--- src/rtl/key_debounce_multi.sv ---
// N-channel key debouncer: 2-flop sync, tick-sampled stability filter, press/release/long pulses.
// Optional auto-repeat of key_press while long-held is built when KEY_REPEAT_EN is defined.

module key_debounce_chan #(
  parameter int STABLE_N   = 3,
  parameter int LONG_TICKS = 50
`ifdef KEY_REPEAT_EN
  , parameter int REPEAT_TICKS = 10
`endif
) (
  input  logic clk,
  input  logic rstn,
  input  logic i_tick,
  input  logic i_raw,
  output logic o_deb,
  output logic o_press,
  output logic o_release,
  output logic o_long
);
  typedef enum logic [1:0] {S_REL, S_PRS, S_LNG} state_t;

  localparam int                HOLD_W   = (LONG_TICKS > 0) ? $clog2(LONG_TICKS + 1) : 1;
  localparam logic [3:0]        STB_TOP  = 4'(STABLE_N);
  localparam logic [HOLD_W-1:0] HOLD_TOP = HOLD_W'(LONG_TICKS);

  state_t            r_state;
  logic [3:0]        r_stb;
  logic [HOLD_W-1:0] r_hold;
  logic              r_deb, r_press, r_release, r_long;
  logic              w_diff, w_accept;
  logic [3:0]        w_stb_nx;
  logic [HOLD_W-1:0] w_hold_nx;

  assign w_diff    = i_raw ^ r_deb;
  assign w_stb_nx  = r_stb + 4'd1;
  assign w_accept  = w_diff && (w_stb_nx == STB_TOP);
  assign w_hold_nx = r_hold + 1'b1;

`ifdef KEY_REPEAT_EN
  localparam int               REP_W   = (REPEAT_TICKS > 0) ? $clog2(REPEAT_TICKS + 1) : 1;
  localparam logic [REP_W-1:0] REP_TOP = REP_W'(REPEAT_TICKS);
  logic [REP_W-1:0] r_rep, w_rep_nx;
  assign w_rep_nx = r_rep + 1'b1;
`endif

  // An accepted change always wins over hold/repeat bookkeeping in the same tick.
  always_ff @(posedge clk or negedge rstn) begin
    if (!rstn) begin
      r_state   <= S_REL;
      r_stb     <= '0;
      r_hold    <= '0;
      r_deb     <= 1'b0;
      r_press   <= 1'b0;
      r_release <= 1'b0;
      r_long    <= 1'b0;
`ifdef KEY_REPEAT_EN
      r_rep     <= '0;
`endif
    end else begin
      r_press   <= 1'b0;
      r_release <= 1'b0;
      r_long    <= 1'b0;
      if (i_tick) begin
        r_stb <= (w_diff && !w_accept) ? w_stb_nx : 4'd0;
        if (w_accept && r_state == S_REL) begin
          r_state <= S_PRS;
          r_deb   <= 1'b1;
          r_press <= 1'b1;
          r_hold  <= '0;
        end else if (w_accept) begin
          r_state   <= S_REL;
          r_deb     <= 1'b0;
          r_release <= 1'b1;
          r_hold    <= '0;
`ifdef KEY_REPEAT_EN
          r_rep     <= '0;
`endif
        end else if (r_state == S_PRS && LONG_TICKS > 0) begin
          if (w_hold_nx == HOLD_TOP) begin
            r_long  <= 1'b1;
            r_state <= S_LNG;
            r_hold  <= HOLD_TOP;
`ifdef KEY_REPEAT_EN
            r_rep   <= '0;
`endif
          end else begin
            r_hold <= w_hold_nx;
          end
        end
`ifdef KEY_REPEAT_EN
        else if (r_state == S_LNG && REPEAT_TICKS > 0) begin
          if (w_rep_nx == REP_TOP) begin
            r_press <= 1'b1;
            r_rep   <= '0;
          end else begin
            r_rep <= w_rep_nx;
          end
        end
`endif
      end
    end
  end

  assign o_deb     = r_deb;
  assign o_press   = r_press;
  assign o_release = r_release;
  assign o_long    = r_long;
endmodule

module key_debounce_multi #(
  parameter int N_KEYS       = 16,
  parameter int CNT_MAX      = 999_999,
  parameter int STABLE_N     = 3,
  parameter int LONG_TICKS   = 50,
  parameter int ACTIVE_LOW   = 1,
  parameter int REPEAT_TICKS = 10
) (
  input  logic              clk,
  input  logic              rstn,
  input  logic [N_KEYS-1:0] key_in,
  output logic [N_KEYS-1:0] key_deb,
  output logic [N_KEYS-1:0] key_press,
  output logic [N_KEYS-1:0] key_release,
  output logic [N_KEYS-1:0] key_long,
  output logic              tick
);
  localparam int                DIV_W   = (CNT_MAX > 0) ? $clog2(CNT_MAX + 1) : 1;
  localparam logic [DIV_W-1:0]  DIV_TOP = DIV_W'(CNT_MAX);
  localparam logic [N_KEYS-1:0] IDLE    = (ACTIVE_LOW != 0) ? {N_KEYS{1'b1}} : {N_KEYS{1'b0}};

  if (STABLE_N < 1 || STABLE_N > 15 || REPEAT_TICKS < 0) begin : g_bad_cfg
    $error("key_debounce_multi: STABLE_N must be 1..15 and REPEAT_TICKS >= 0");
  end

  logic [DIV_W-1:0]  r_div;
  logic [N_KEYS-1:0] r_s1, r_s2;
  logic              w_tick;
  logic [N_KEYS-1:0] w_raw;

  assign w_tick = (r_div == DIV_TOP);
  assign tick   = w_tick;
  assign w_raw  = r_s2 ^ IDLE;

  always_ff @(posedge clk or negedge rstn) begin
    if (!rstn)       r_div <= '0;
    else if (w_tick) r_div <= '0;
    else             r_div <= r_div + 1'b1;
  end

  // Synchronisers idle at the released pin level so reset never looks like a press.
  always_ff @(posedge clk or negedge rstn) begin
    if (!rstn) begin
      r_s1 <= IDLE;
      r_s2 <= IDLE;
    end else begin
      r_s1 <= key_in;
      r_s2 <= r_s1;
    end
  end

  for (genvar g = 0; g < N_KEYS; g++) begin : g_ch
    key_debounce_chan #(
      .STABLE_N     (STABLE_N),
      .LONG_TICKS   (LONG_TICKS)
`ifdef KEY_REPEAT_EN
      , .REPEAT_TICKS (REPEAT_TICKS)
`endif
    ) u_ch (
      .clk       (clk),
      .rstn      (rstn),
      .i_tick    (w_tick),
      .i_raw     (w_raw[g]),
      .o_deb     (key_deb[g]),
      .o_press   (key_press[g]),
      .o_release (key_release[g]),
      .o_long    (key_long[g])
    );
  end
endmodule
--- config.mk ---
export PLATFORM = sky130hd
export DESIGN_NAME = key_debounce_multi
export DESIGN_NICKNAME = d
export VERILOG_FILES = /design/src/rtl/key_debounce_multi.sv
export SDC_FILE = /design/constraint.sdc
export NUM_CORES = 1
export LEC_CHECK = 0
export BUFFER_PORTS_ARGS = -buffer_cell sky130_fd_sc_hd__buf_2
export CAP_MARGIN = 20
export CORE_AREA = 2 2 185 187
export DETAILED_ROUTE_END_ITERATION = 10
export DIE_AREA = 0 0 187 189
export PLACE_DENSITY = 0.78
export SLEW_MARGIN = 20
export SYNTH_ARGS = -nofsm -noshare
export SYNTH_HDL_FRONTEND = slang
export SYNTH_SLANG_ARGS = --single-unit
--- constraint.sdc ---
create_clock -name clk -period 3.6 [get_ports clk]
set_input_delay 0.36 -clock clk [delete_from_list [all_inputs] [get_ports clk]]
set_output_delay 0.36 -clock clk [all_outputs]
set_load 0.005 [all_outputs]
# Word-level counts from Yosys, hierarchy flattened
# Cells that the tools add are included.
dict set report classes {
  addsub 33
  bitwise_logic 17
  reduce_logical 176
  n_mux 337
  n_eq_ne 49
}
# cell n
set op_table {}
lappend op_table {{two-way mux 6 bit} 64}
lappend op_table {{two-way mux 1 bit} 192}
lappend op_table {{two-way mux 2 bit} 64}
lappend op_table {{adder 6 x 1 -> 6 bit, second input constant} 16}
lappend op_table {{equality test 6 bit, second input constant} 16}
lappend op_table {{nonzero test 3 bit} 32}
lappend op_table {{adder 4 x 1 -> 4 bit, second input constant} 16}
lappend op_table {{equality test 4 x 2 -> 1 bit, second input constant} 16}
lappend op_table {{two-way mux 4 bit} 16}
lappend op_table {{AND reduction 2 bit} 32}
lappend op_table {{logical AND 1 bit} 48}
lappend op_table {{AND reduction 3 bit} 16}
lappend op_table {{equality test 2 x 1 -> 1 bit, second input constant} 16}
lappend op_table {{logical NOT 2 bit} 16}
lappend op_table {{nonzero test 2 bit} 16}
lappend op_table {{adder 20 x 1 -> 20 bit, second input constant} 1}
lappend op_table {{equality test 20 bit, second input constant} 1}
lappend op_table {{two-way mux 20 bit} 1}
lappend op_table {{logical NOT 1 bit} 16}
lappend op_table {{inverter 16 bit} 1}
lappend op_table {{bitwise XOR 1 bit} 16}
dict set report word_totals {
  elab_cells 727
  regBits 308
  out_inout_bits 65
  input_bits 18
}

# Logic depth before layout (Yosys ltp)
# Gate-level depths: netlist of run 1.
dict set report depth {
  ltp_word 7
  mapped_depth 9
}

# By module
# Synthesis of run 1 repeated with hierarchy kept, for this count alone.
dict set report unflattened {
  hier_cells 1727
  area_unflattened_um2 17141.4
}
# module instances area_per_inst_um2 cells_per_inst seq_area_each_um2
set by_module_without_submodules {}
lappend by_module_without_submodules {key_debounce_chan 16 954.7 99 400.4}
lappend by_module_without_submodules {key_debounce_multi 1 1866.8 143 1341.3}

# Worst setup path after synthesis of run 1
# OpenSTA, ideal clock, no wires.
dict set report synth_timing {
  path_type {register to register}
  start {register g_ch[12].u_ch.r_stb[0]}
  end {register g_ch[12].u_ch.r_hold[3]}
  path_buffers 1
  synth_period_minus_slack_ns 2.044
  setup_ns 0.121
  required_time_ns 3.479
  slack_ns 1.556
  t_arrival_ns 1.923
  stages_incl_launch_ff 8
  cell_sequence {dfrtp_1 > ha_1 > a21boi_0 > a21oi_1 > o41ai_1 > clkbuf_1 > o21ai_0 > a22o_1}
}
dict set report synth_via {
  elab_chain_len 6
  elab_cells_between_ends 8
  cone_classes {add/sub (1); eq/ne (1); mux (2); reduce/logical (4)}
}
# item line
set synth_lines {}
lappend synth_lines {{start, declared} 27} ;# logic [3:0] r_stb;
lappend synth_lines {{start signal, assigned} 64} ;# r_stb <= (w_diff && !w_accept) ? w_stb_nx : 4'd0;
lappend synth_lines {{adder 4 x 1 -> 4 bit *} 35} ;# assign w_stb_nx = r_stb + 4'd1;
lappend synth_lines {{equality test 4 x 2 -> 1 bit *} 36} ;# assign w_accept = w_diff && (w_stb_nx == STB_TOP);
lappend synth_lines {{logical AND 1 bit *} 36}
lappend synth_lines {{logical AND 1 bit} 65} ;# if (w_accept && r_state == S_REL) begin
lappend synth_lines {{nonzero test 3 bit (no line)} --}
lappend synth_lines {{AND reduction 2 bit (no line)} --}
lappend synth_lines {{end signal, assigned} 87} ;# r_hold <= w_hold_nx;
lappend synth_lines {{end, declared} 28} ;# logic [HOLD_W-1:0] r_hold;
# Every way passes the cells marked *; elsewhere a longest branch is shown, timed or not.
# A chain may end at the register's enable or synchronous reset.

# Worst setup path in the final report of run 1
dict set report layout_timing {
  start {register r_div[6]}
  end {output tick}
}
dict set report layout_via {
  elab_chain_len 1
}
# item line
set layout_lines {}
lappend layout_lines {{start, declared} 135} ;# logic [DIV_W-1:0] r_div;
lappend layout_lines {{start signal, assigned} 147} ;# else r_div <= r_div + 1'b1;
lappend layout_lines {{equality test 20 bit} 140} ;# assign w_tick = (r_div == DIV_TOP);
lappend layout_lines {{end, declared} 125} ;# output logic tick
# No other way between the ends.

==> results of run 1 <==
==> state kept, by name, summed over array words and instances, names as in the netlist <==
register / flops
g_ch.u_ch.o_deb: 16
g_ch.u_ch.o_long: 16
g_ch.u_ch.o_press: 16
g_ch.u_ch.o_release: 16
g_ch.u_ch.r_hold: 96
g_ch.u_ch.r_state: 32
g_ch.u_ch.r_stb: 64
r_div: 20
r_s1: 16
r_s2: 16
==> critical path, delay by kind of cell (launching register included) <==
family / cells / cell delay [ps]
buf+inv: 2 / 640
flops: 1 / 430
simple gates: 3 / 720
==> kinds of logic (layout without fill, tap and decap cells) <==
group                      Yosys count  in the layout  synth area share (%)
muxes                                4              4                 0.265
DFF                                308            308                  46.8
AOI/OAI and AO/OA                  423            423                  17.2
adders and majority gates           65             65                  4.91
and+or+nand+nor                    620            620                  20.1
xor gates and xnor gates            65             65                  3.44
buffers and inverters              241            292                  7.26
==> area by class of cell <==
type / count / area (µm²)
clock buffer: 50 / 1030
clock inverter: 13 / 154
fill: 2828 / 15000
inverter: 115 / 433
multi-input combinational: 1177 / 7600
sequential: 308 / 7750
tap: 448 / 561
timing repair buffer: 114 / 753
==> layer usage <==
layer	global-route usage [%]	wire length (µm)
met1	25.3	15400
met2	33.1	16400
met3	2.82	1290
met4	5.53	618
met5	0	0
==> cells in the mapped netlist (32+ instances only) <==
cell type	number
buf_4	68
xor2_1	39
and3_1	33
nor3_1	46
o21ai_0	123
nor2_1	75
dfstp_2	32
inv_1	114
nor4_1	42
o31ai_1	39
and2_1	41
a21oi_1	50
nand3_1	84
nand4_1	53
o22ai_1	33
nand2b_1	35
ha_1	65
dfrtp_1	276
nand2_1	124
clkbuf_1	36
==> report_power, final <==
part / leakage, µW / internal, µW / switching, µW
logic: 0.00324 / 40.9 / 93.9
registers: 0.00418 / 3500 / 10.9
clock network: 0.000586 / 2220 / 1420
==> per-stage QoR <==
stage               instance area, µm²  utilization, %  power [µW]  setup slack [ps]
floorplan                        16500               -        3600              1560
global placement                 16900            50.9        3690              1220
detailed placement               16900            50.9        3690              1140
CTS                              18300            54.9        7400               856
global route                     18300            54.9        7560               752
finish                           18300            54.9        7280               919
==> path summary, 6_finish.rpt <==
path                                                        end  depth (start not counted)  slack, ps                from
max                                                        tick                          5        920  r_div[6]$_DFF_PN0_
min                                          r_s2[12]$_DFF_PN1_                          0        350  r_s1[12]$_DFF_PN1_
max reg2reg                 g_ch[1].u_ch.r_state[0]$_DFFE_PN0P_                          7       1160  r_div[0]$_DFF_PN0_
min reg2reg                                  r_s2[12]$_DFF_PN1_                          0        350  r_s1[12]$_DFF_PN1_
max in group asynchronous                    r_s1[13]$_DFF_PN1_                          3       2210                rstn
min in group asynchronous  g_ch[12].u_ch.r_state[1]$_DFFE_PN0P_                          2        440                rstn
==> results.py, run 1 <==
metrics = {
    "critical_path": {
        "cp_slowest_stage_delay_ps": 430,
        "crit_slowest_cell": "dfrtp_1",
        "crit_type": "flop to output port",
        "crit_chain": "nor4_1, nand4b_1, or2_4, clkinv_2, buf_2",
        "critPathLaunchType": "flop",
        "cp.arrival_ps": 2320,
        "critPathRequiredTime_ps": 3240,
        "worstPathMaxFanout": 36,
        "crit_path_end_kind": "output port",
    },
    "clock_tree": {
        "htree_levels": 2,
        "postCtsSetupBuffers": 0,
        "insertion_delay_ps": 510,
        "numCtsBuffers": 35,
        "cts.clk_slew.worst_paths_ps": 60,
        "cts_tree": "yes",
        "clock_sinks": 308,
        "post_cts_resize_count": 0,
        "cts_hold_buf": 17,
        "clk_path_buf_depth": 3,
        "clockRootBuffer": "clkbuf_16",
    },
    "timing": {
        "tns_ps": 0,
        "slew_headroom_pct": 39.4,
        "period_minus_slack_ps": 2680,
        "drv_slew": 0,
        "grt_setup_unrepaired": "no",
        "hold_violations": 0,
        "fin_crit_sh_pct": 74.5,
        "setup-violations-final": 0,
        "fmax_mhz": 373,
        "skew_ps": 19.7,
        "timing.hold.ws_ps": 354,
        "worst_pin_slew_ps": 910,
    },
    "synthesis": {
        "postSynthAreaPerCell_um2": 9.59,
        "syn_area_mm2": 0.0165,
        "synth_seq_cells": 308,
        "syn-num-nets": 1809,
        "ys_seq_area_share_pct": 46.8,
        "synth_top_area_share_pct": 41.7,
        "synth_area_leaders": "dfrtp_1, dfstp_2, ha_1",
        "synth-edff-count": 0,
        "synth_area_leader_cell": "dfrtp_1",
        "yosys_most_used_dff": "dfrtp_1",
        "synth-warning-count": 0,
        "syn-instance-count": 1726,
        "yosys.cell_types.count": 65,
        "ys_async_sr_fraction_pct": 100,
    },
    "cells_and_area": {
        "layout_commonest_cell": "dfrtp_1",
        "syn2layout_area_growth_pct": 10.5,
        "num_antenna_cells": 0,
        "layout.nets": 1834,
        "drive_gt1_share_pct": 12.1,
        "mostFrequentLayoutCells": "dfrtp_1, nand2_1, o21ai_0",
        "final_cell_count_no_fill": 2225,
    },
    "global_route": {
        "grt_first_pass_wirelength_um": 58200,
        "grt-ovfl-total": 0,
        "grt_max_degree": 93,
        "grt_use_total_pct": 19.2,
        "grt_pass1_vias": 12500,
        "antenna_found_initial": 0,
    },
    "floorplanning": {
        "dieWidth_um": 187,
        "pin_count": 83,
        "start_util_pct": 49.7,
        "die_y_um": 189,
        "core_area_mm2": 0.0333,
        "die_area_mm2": 0.0353,
        "rows": 67,
    },
    "placement": {
        "gp_congestion": 0.816,
        "hpwl_um": 21700,
        "dp.cells": 2145,
        "io_buffers": 82,
    },
    "status": {
        "outcome": "completed",
    },
    "route": {
        "initialDrtViolationCount": 874,
        "first_pass_iters": 6,
        "wl_um": 33700,
        "route.detailed.drc": 0,
        "wl_per_cell_um": 15.1,
        "ant_nets": 0,
        "routed_via_density": 5.76,
        "vias": 12800,
    },
    "power": {
        "power.leakage_uw": 0.00801,
        "ir_drop_mv": 0.335,
        "power.density_mw_per_mm2": 398,
    },
    "flow_run": {
        "drv_cap": 0,
    },
    "worst_hold_path": {
        "hold_path.class": "flop to flop",
    },
}
(Power assumes the default switching activity.)
==> run 2, diff against run 1 <==
--- a/config.mk
+++ b/config.mk
@@ -5,6 +5,7 @@
 export SDC_FILE = /design/constraint.sdc
 export NUM_CORES = 1
 export LEC_CHECK = 0
+export ABC_AREA = 1
 export BUFFER_PORTS_ARGS = -buffer_cell sky130_fd_sc_hd__buf_2
 export CAP_MARGIN = 20
 export CORE_AREA = 2 2 185 187
==> constraint.sdc (replaced) <==
create_clock -name clk -period 2.73 [get_ports clk]
set_input_delay 0.273 -clock clk [delete_from_list [all_inputs] [get_ports clk]]
set_output_delay 0.273 -clock clk [all_outputs]
set_load 0.005 [all_outputs]
==> run 2 against run 1 <==
Clock-buffer cell count up 4. Die area unchanged. Non-clock buffer count down 1. Wire length up 2.2%. Total power up 31%. Clock skew down 6.9 ps. Global-route usage up 0.71 points. Via count up 5.7%. First-iteration DRC count down 12%. Setup slack worse by 700 ps. Critical path type unchanged. Largest cell class unchanged.
==> results.py, run 2 <==
metrics = {
    "power": {
        "combPwrFrac_pct": 1.7,
        "power.density_mw_per_mm2": 521,
        "p_int_uw": 7630,
        "pwr-share-clk_pct": 50.0,
        "swShare_pct": 20.2,
        "power_frac_seq_pct": 48.3,
        "p_switching_uw": 1940,
        "ir_drop_mv": 0.445,
        "power.leakage_uw": 0.00920,
    },
    "global_route": {
        "grt_pass1_vias": 13200,
        "grt_max_degree": 86,
        "grt-ovfl-total": 0,
        "grt_first_pass_wirelength_um": 59900,
        "antenna_found_initial": 0,
        "grt_use_total_pct": 19.9,
    },
    "route": {
        "initialDrtViolationCount": 766,
        "ant_nets": 0,
        "route.detailed.drc": 0,
        "routed_via_density": 5.14,
        "wl_um": 34400,
        "vias": 13600,
        "wl_per_cell_um": 13.0,
        "first_pass_iters": 8,
    },
    "placement": {
        "gp_congestion": 0.886,
        "hpwl_um": 23200,
        "placedInstanceArea_mm2": 0.0170,
        "io_buffers": 82,
    },
    "timing": {
        "period_minus_slack_ps": 2510,
        "hold_violations": 0,
        "grt_setup_unrepaired": "no",
        "skew_ps": 12.8,
        "fin_crit_sh_pct": 92.0,
        "slew_headroom_pct": 34.1,
        "worst_pin_slew_ps": 982,
        "drv_slew": 0,
        "fmax_mhz": 398,
        "setup-violations-final": 0,
        "tns_ps": 0,
    },
    "cells_and_area": {
        "layout_commonest_cell": "nand2_1",
        "reg.largest.list": "g_ch.u_ch.r_hold x96, g_ch.u_ch.r_stb x64, g_ch.u_ch.r_state x32",
        "drive_gt1_share_pct": 9.36,
        "num_antenna_cells": 0,
        "fin_util_pct": 55.1,
        "syn2layout_area_growth_pct": 11.1,
        "layout.nets": 2248,
        "fin_area_mm2": 0.0184,
        "largest_reg_flops": 96,
        "mostFrequentLayoutCells": "nand2_1, inv_1, dfrtp_1",
        "regMostFlops": "g_ch.u_ch.r_hold",
        "nFillCells": 2969,
    },
    "synthesis": {
        "ys_async_sr_fraction_pct": 100,
        "yosys.cell_types.count": 32,
        "ys_seq_area_share_pct": 46.9,
        "synth-warning-count": 0,
        "synth_area_leader_cell": "dfrtp_1",
        "synth_seq_cells": 308,
        "synth_area_leaders": "dfrtp_1, nand2_1, inv_1",
        "postSynthAreaPerCell_um2": 7.78,
        "syn-instance-count": 2123,
        "synth_most_common_cell": "nand2_1",
        "synth-edff-count": 0,
        "syn_area_mm2": 0.0165,
        "synth_top_area_share_pct": 41.8,
        "syn-num-nets": 2206,
        "yosys_most_used_dff": "dfrtp_1",
        "synth_common_cells": "nand2_1, inv_1, dfrtp_1",
    },
    "clock_tree": {
        "clockRootBuffer": "clkbuf_16",
        "post_cts_resize_count": 0,
        "numCtsBuffers": 35,
        "cts.clk_slew.worst_paths_ps": 60,
        "htree_levels": 2,
        "clock_sinks": 308,
        "insertion_delay_ps": 510,
        "cts_tree": "yes",
        "clk_path_buf_depth": 3,
    },
    "floorplanning": {
        "pin_count": 83,
        "dieWidth_um": 187,
        "start_util_pct": 49.6,
        "rows": 67,
        "core_area_mm2": 0.0333,
        "die_area_mm2": 0.0353,
        "die_y_um": 189,
    },
    "critical_path": {
        "worstPathMaxFanout": 41,
        "critPathRequiredTime_ps": 2460,
        "cp.arrival_ps": 2240,
        "critPathLaunchType": "flop",
        "crit_path_end_kind": "output port",
        "crit_type": "flop to output port",
    },
    "worst_hold_path": {
        "hold_path.class": "primary input to async pin",
    },
    "flow_run": {
        "drv_cap": 0,
    },
    "status": {
        "outcome": "completed",
    },
}
==> run 2: cells by family after synthesis <==
group	Yosys count	share of synthesized area, %
xor+xnor	31	1.64
compound gates	193	6.09
fa+ha+maj	65	4.92
flops	308	46.9
buf+inv	388	10.6
simple gates	1138	29.9
==> run 2: cell type report <==
| class | count | area [µm²] | area share, % |
|---|---|---|---|
| clock buffers | 54 | 1030 | 5.61 |
| well taps | 448 | 561 | 3.05 |
| multi-input cells | 1427 | 7030 | 38.3 |
| clock inverters | 9 | 145 | 0.791 |
| repair buffers | 113 | 783 | 4.27 |
| inverters | 280 | 1050 | 5.73 |
| flip-flops and latches | 308 | 7750 | 42.2 |
==> run 2: metal layers <==
| layer | GRT usage (%) | vias to the layer above | wire, µm |
|---|---|---|---|
| li1 | - | 6772 | - |
| met2 | 34.3 | 319 | 16700 |
| met4 | 7.57 | 0 | 1010 |
| met5 | 0 | - | 0 |
| met1 | 25.4 | 6385 | 15200 |
| met3 | 3.04 | 76 | 1550 |
==> run 2: what timing repair did <==
action	in CTS	in global routing
hold buffers	17	0
hold endpoints to repair	64	0
buffers inserted	0	0
==> run 2: path summary, 6_finish.rpt <==
path	from	to	slack, ps	cells past startpoint
setup / recovery	r_div[0]$_DFF_PN0_	tick	220	7
hold / removal	rstn	g_ch[14].u_ch.o_deb$_DFFE_PN0P_	330	2
setup reg to reg	r_div[0]$_DFF_PN0_	r_div[0]$_DFF_PN0_	320	7
hold reg to reg	r_s1[3]$_DFF_PN1_	r_s2[3]$_DFF_PN1_	350	0
max in group asynchronous	rstn	r_s1[8]$_DFF_PN1_	1620	3
min in group clk	r_s1[3]$_DFF_PN1_	r_s2[3]$_DFF_PN1_	350	0
==> run 2: critical path: stages (launching register included) <==
cell      delay (ps)
dfrtp_1          360
ha_1             200
inv_1             80
nor3_4           310
nand3b_1         210
clkinv_1         120
buf_12           260
buf_2            170
==> run 2: power by group through the flow <==
stage	Combinational [µW]	Clock [µW]	Sequential, µW
3_5_place_dp	150	0	4700
5_1_grt	188	5090	4620
4_1_cts	170	4900	4620
2_1_floorplan	20.3	0	4700
6_report	162	4790	4620
3_3_place_gp	149	0	4700
==> run 2: through the flow <==
stage	total power [µW]	setup WS, ps	cells	hold slack [ps]
after floorplan	4720	1040	2123	-22.6
after global placement	4850	375	2559	281
after detailed placement	4850	330	2559	287
after CTS	9690	196	2639	338
after global routing	9890	47.4	2639	359
final	9570	219	2639	330
==> run 3, diff against run 2 <==
--- a/config.mk
+++ b/config.mk
@@ -5,7 +5,6 @@
 export SDC_FILE = /design/constraint.sdc
 export NUM_CORES = 1
 export LEC_CHECK = 0
-export ABC_AREA = 1
 export BUFFER_PORTS_ARGS = -buffer_cell sky130_fd_sc_hd__buf_2
 export CAP_MARGIN = 20
 export CORE_AREA = 2 2 185 187
==> run 3 against run 2 <==
Cell count down 16%. Hold slack improved by 14 ps. Total power is 3.1% lower. Utilization decreased by 0.26 points. Register-to-register slack gained 210 ps. Wire length is 2.9% lower. Clock skew is 4.4 ps higher. Critical path depth decreased by 1.
==> results.py, run 3 (synthesized netlist as in run 1, its figures left out) <==
metrics = {
    "timing": {
        "fmax_mhz": 397,
        "worst_pin_slew_ps": 656,
        "hold_violations": 0,
        "setup-violations-final": 0,
        "setup_slack_ps": 212,
        "fin_crit_sh_pct": 92.2,
        "skew_ps": 17.2,
        "period_minus_slack_ps": 2520,
        "tns_ps": 0,
        "slew_headroom_pct": 55.9,
        "drv_slew": 0,
        "grt_setup_unrepaired": "no",
    },
    "cells_and_area": {
        "largest_reg_flops": 96,
        "regMostFlops": "g_ch.u_ch.r_hold",
        "nFillCells": 2826,
        "num_antenna_cells": 0,
        "mostFrequentLayoutCells": "dfrtp_1, nand2_1, o21ai_0",
        "syn2layout_area_growth_pct": 10.4,
        "layout.nets": 1835,
        "layout_commonest_cell": "dfrtp_1",
        "drive_gt1_share_pct": 11.7,
        "reg.largest.list": "g_ch.u_ch.r_hold x96, g_ch.u_ch.r_stb x64, g_ch.u_ch.r_state x32",
    },
    "critical_path": {
        "worstPathMaxFanout": 23,
        "critical-path-top-delay-family": "simple AND/OR/NAND/NOR gates",
        "cp_num_buf_inv": 3,
        "crit_chain": "nor4_1, nand4b_1, or2_4, clkinv_2, buf_6, buf_2",
        "crit_type": "flop to output port",
        "critPathRequiredTime_ps": 2460,
        "ff2ff_path_depth": 6,
        "cp_slowest_stage_delay_ps": 400,
        "critPathLaunchType": "flop",
        "ff2ff_setup_slack_ps": 530,
        "crit_slowest_cell": "dfrtp_1",
        "crit_path_end_kind": "output port",
        "cp.arrival_ps": 2240,
        "r2r-end": "g_ch[8].u_ch.r_hold[3]$_DFFE_PN0P_",
        "reg2reg_from": "r_div[8]$_DFF_PN0_",
    },
    "route": {
        "route.detailed.drc": 0,
        "routed_via_density": 5.72,
        "wl_per_cell_um": 15.0,
        "first_pass_iters": 5,
        "initialDrtViolationCount": 901,
        "wl_um": 33400,
        "ant_nets": 0,
        "vias": 12700,
    },
    "power": {
        "power.density_mw_per_mm2": 508,
        "power.leakage_uw": 0.00798,
        "ir_drop_mv": 0.322,
    },
    "clock_tree": {
        "clk_path_buf_depth": 3,
        "insertion_delay_ps": 510,
        "cts_tree": "yes",
        "clock_sinks": 308,
        "numCtsBuffers": 35,
        "htree_levels": 2,
        "clockRootBuffer": "clkbuf_16",
        "cts.clk_slew.worst_paths_ps": 60,
    },
    "floorplanning": {
        "dieWidth_um": 187,
        "core_area_mm2": 0.0333,
        "start_util_pct": 49.7,
        "die_y_um": 189,
        "die_area_mm2": 0.0353,
        "rows": 67,
        "pin_count": 83,
    },
    "placement": {
        "io_buffers": 82,
        "hpwl_um": 21900,
        "pre_cts_ws_ps": 542,
        "gp_congestion": 0.817,
    },
    "global_route": {
        "grt_pass1_vias": 12400,
        "grt_first_pass_wirelength_um": 58000,
        "antenna_found_initial": 0,
        "grt_max_degree": 118,
        "grt_use_total_pct": 19.0,
        "grt-ovfl-total": 0,
    },
    "worst_hold_path": {
        "hold_path.class": "primary input to async pin",
    },
    "status": {
        "outcome": "completed",
    },
    "flow_run": {
        "drv_cap": 0,
    },
}
-- run 3: layout make-up --
type                    instances  area, µm²  share of cell area [%]
inverters                     115        433                    2.37
well taps                     448        561                    3.07
clock buffers                  58       1060                    5.83
clock inverters                 5       27.5                   0.151
repair buffers                115        827                    4.53
multi-input cells            1177       7600                    41.6
flip-flops and latches        308       7750                    42.4
-- run 3: layer usage --
metal / vias to the layer above / global-route usage, % / part of all wire [%]
li1: 6271 / - / -
met1: 6221 / 25.9 / 48
met2: 194 / 31.9 / 47
met3: 40 / 2.93 / 3.4
met4: 0 / 4.95 / 1.6
met5: - / 0 / 0
-- run 3: timing repair --
item                                    4_1_cts  5_1_grt
hold endpoints to repair                     74        0
resized for setup                             0        1
setup buffers                                 0        0
hold buffers                                 17        0
endpoints found under the setup margin        0        1
-- run 3: stage by stage --
stage,hold slack (ps),util [%],power (µW),cell area [µm²],instances
6_report,345,54.9,9270,18300,2226
3_3_place_gp,298,51.1,4880,17000,2146
2_1_floorplan,-22.6,-,4740,16500,1726
5_1_grt,357,54.9,9620,18300,2226
4_1_cts,350,54.9,9390,18300,2226
3_5_place_dp,296,51.1,4880,17000,2146
-- run 3: report_power, final --
| part | leakage (µW) | switching, µW | internal [µW] |
|---|---|---|---|
| Combinational | 0.00327 | 126 | 58.9 |
| Sequential | 0.00418 | 15.0 | 4610 |
| Clock | 0.000533 | 1800 | 2660 |
| Total | 0.00798 | 1940 | 7330 |
-- run 3: worst max-delay path by stage --
stage                                        from                                  end  slack (ps)  depth (start not counted)
6_report                       r_div[8]$_DFF_PN0_                                 tick         210                          6
5_1_grt                        r_div[6]$_DFF_PN0_                                 tick          30                          6
4_1_cts                        r_div[6]$_DFF_PN0_                                 tick          90                          6
3_5_place_dp                   r_div[6]$_DFF_PN0_  g_ch[12].u_ch.r_hold[0]$_DFFE_PN0P_         540                          7
3_3_place_gp                   r_div[6]$_DFF_PN0_  g_ch[12].u_ch.r_hold[1]$_DFFE_PN0P_         580                          7
2_1_floorplan  g_ch[12].u_ch.r_stb[0]$_DFFE_PN0P_  g_ch[12].u_ch.r_hold[3]$_DFFE_PN0P_         690                          7
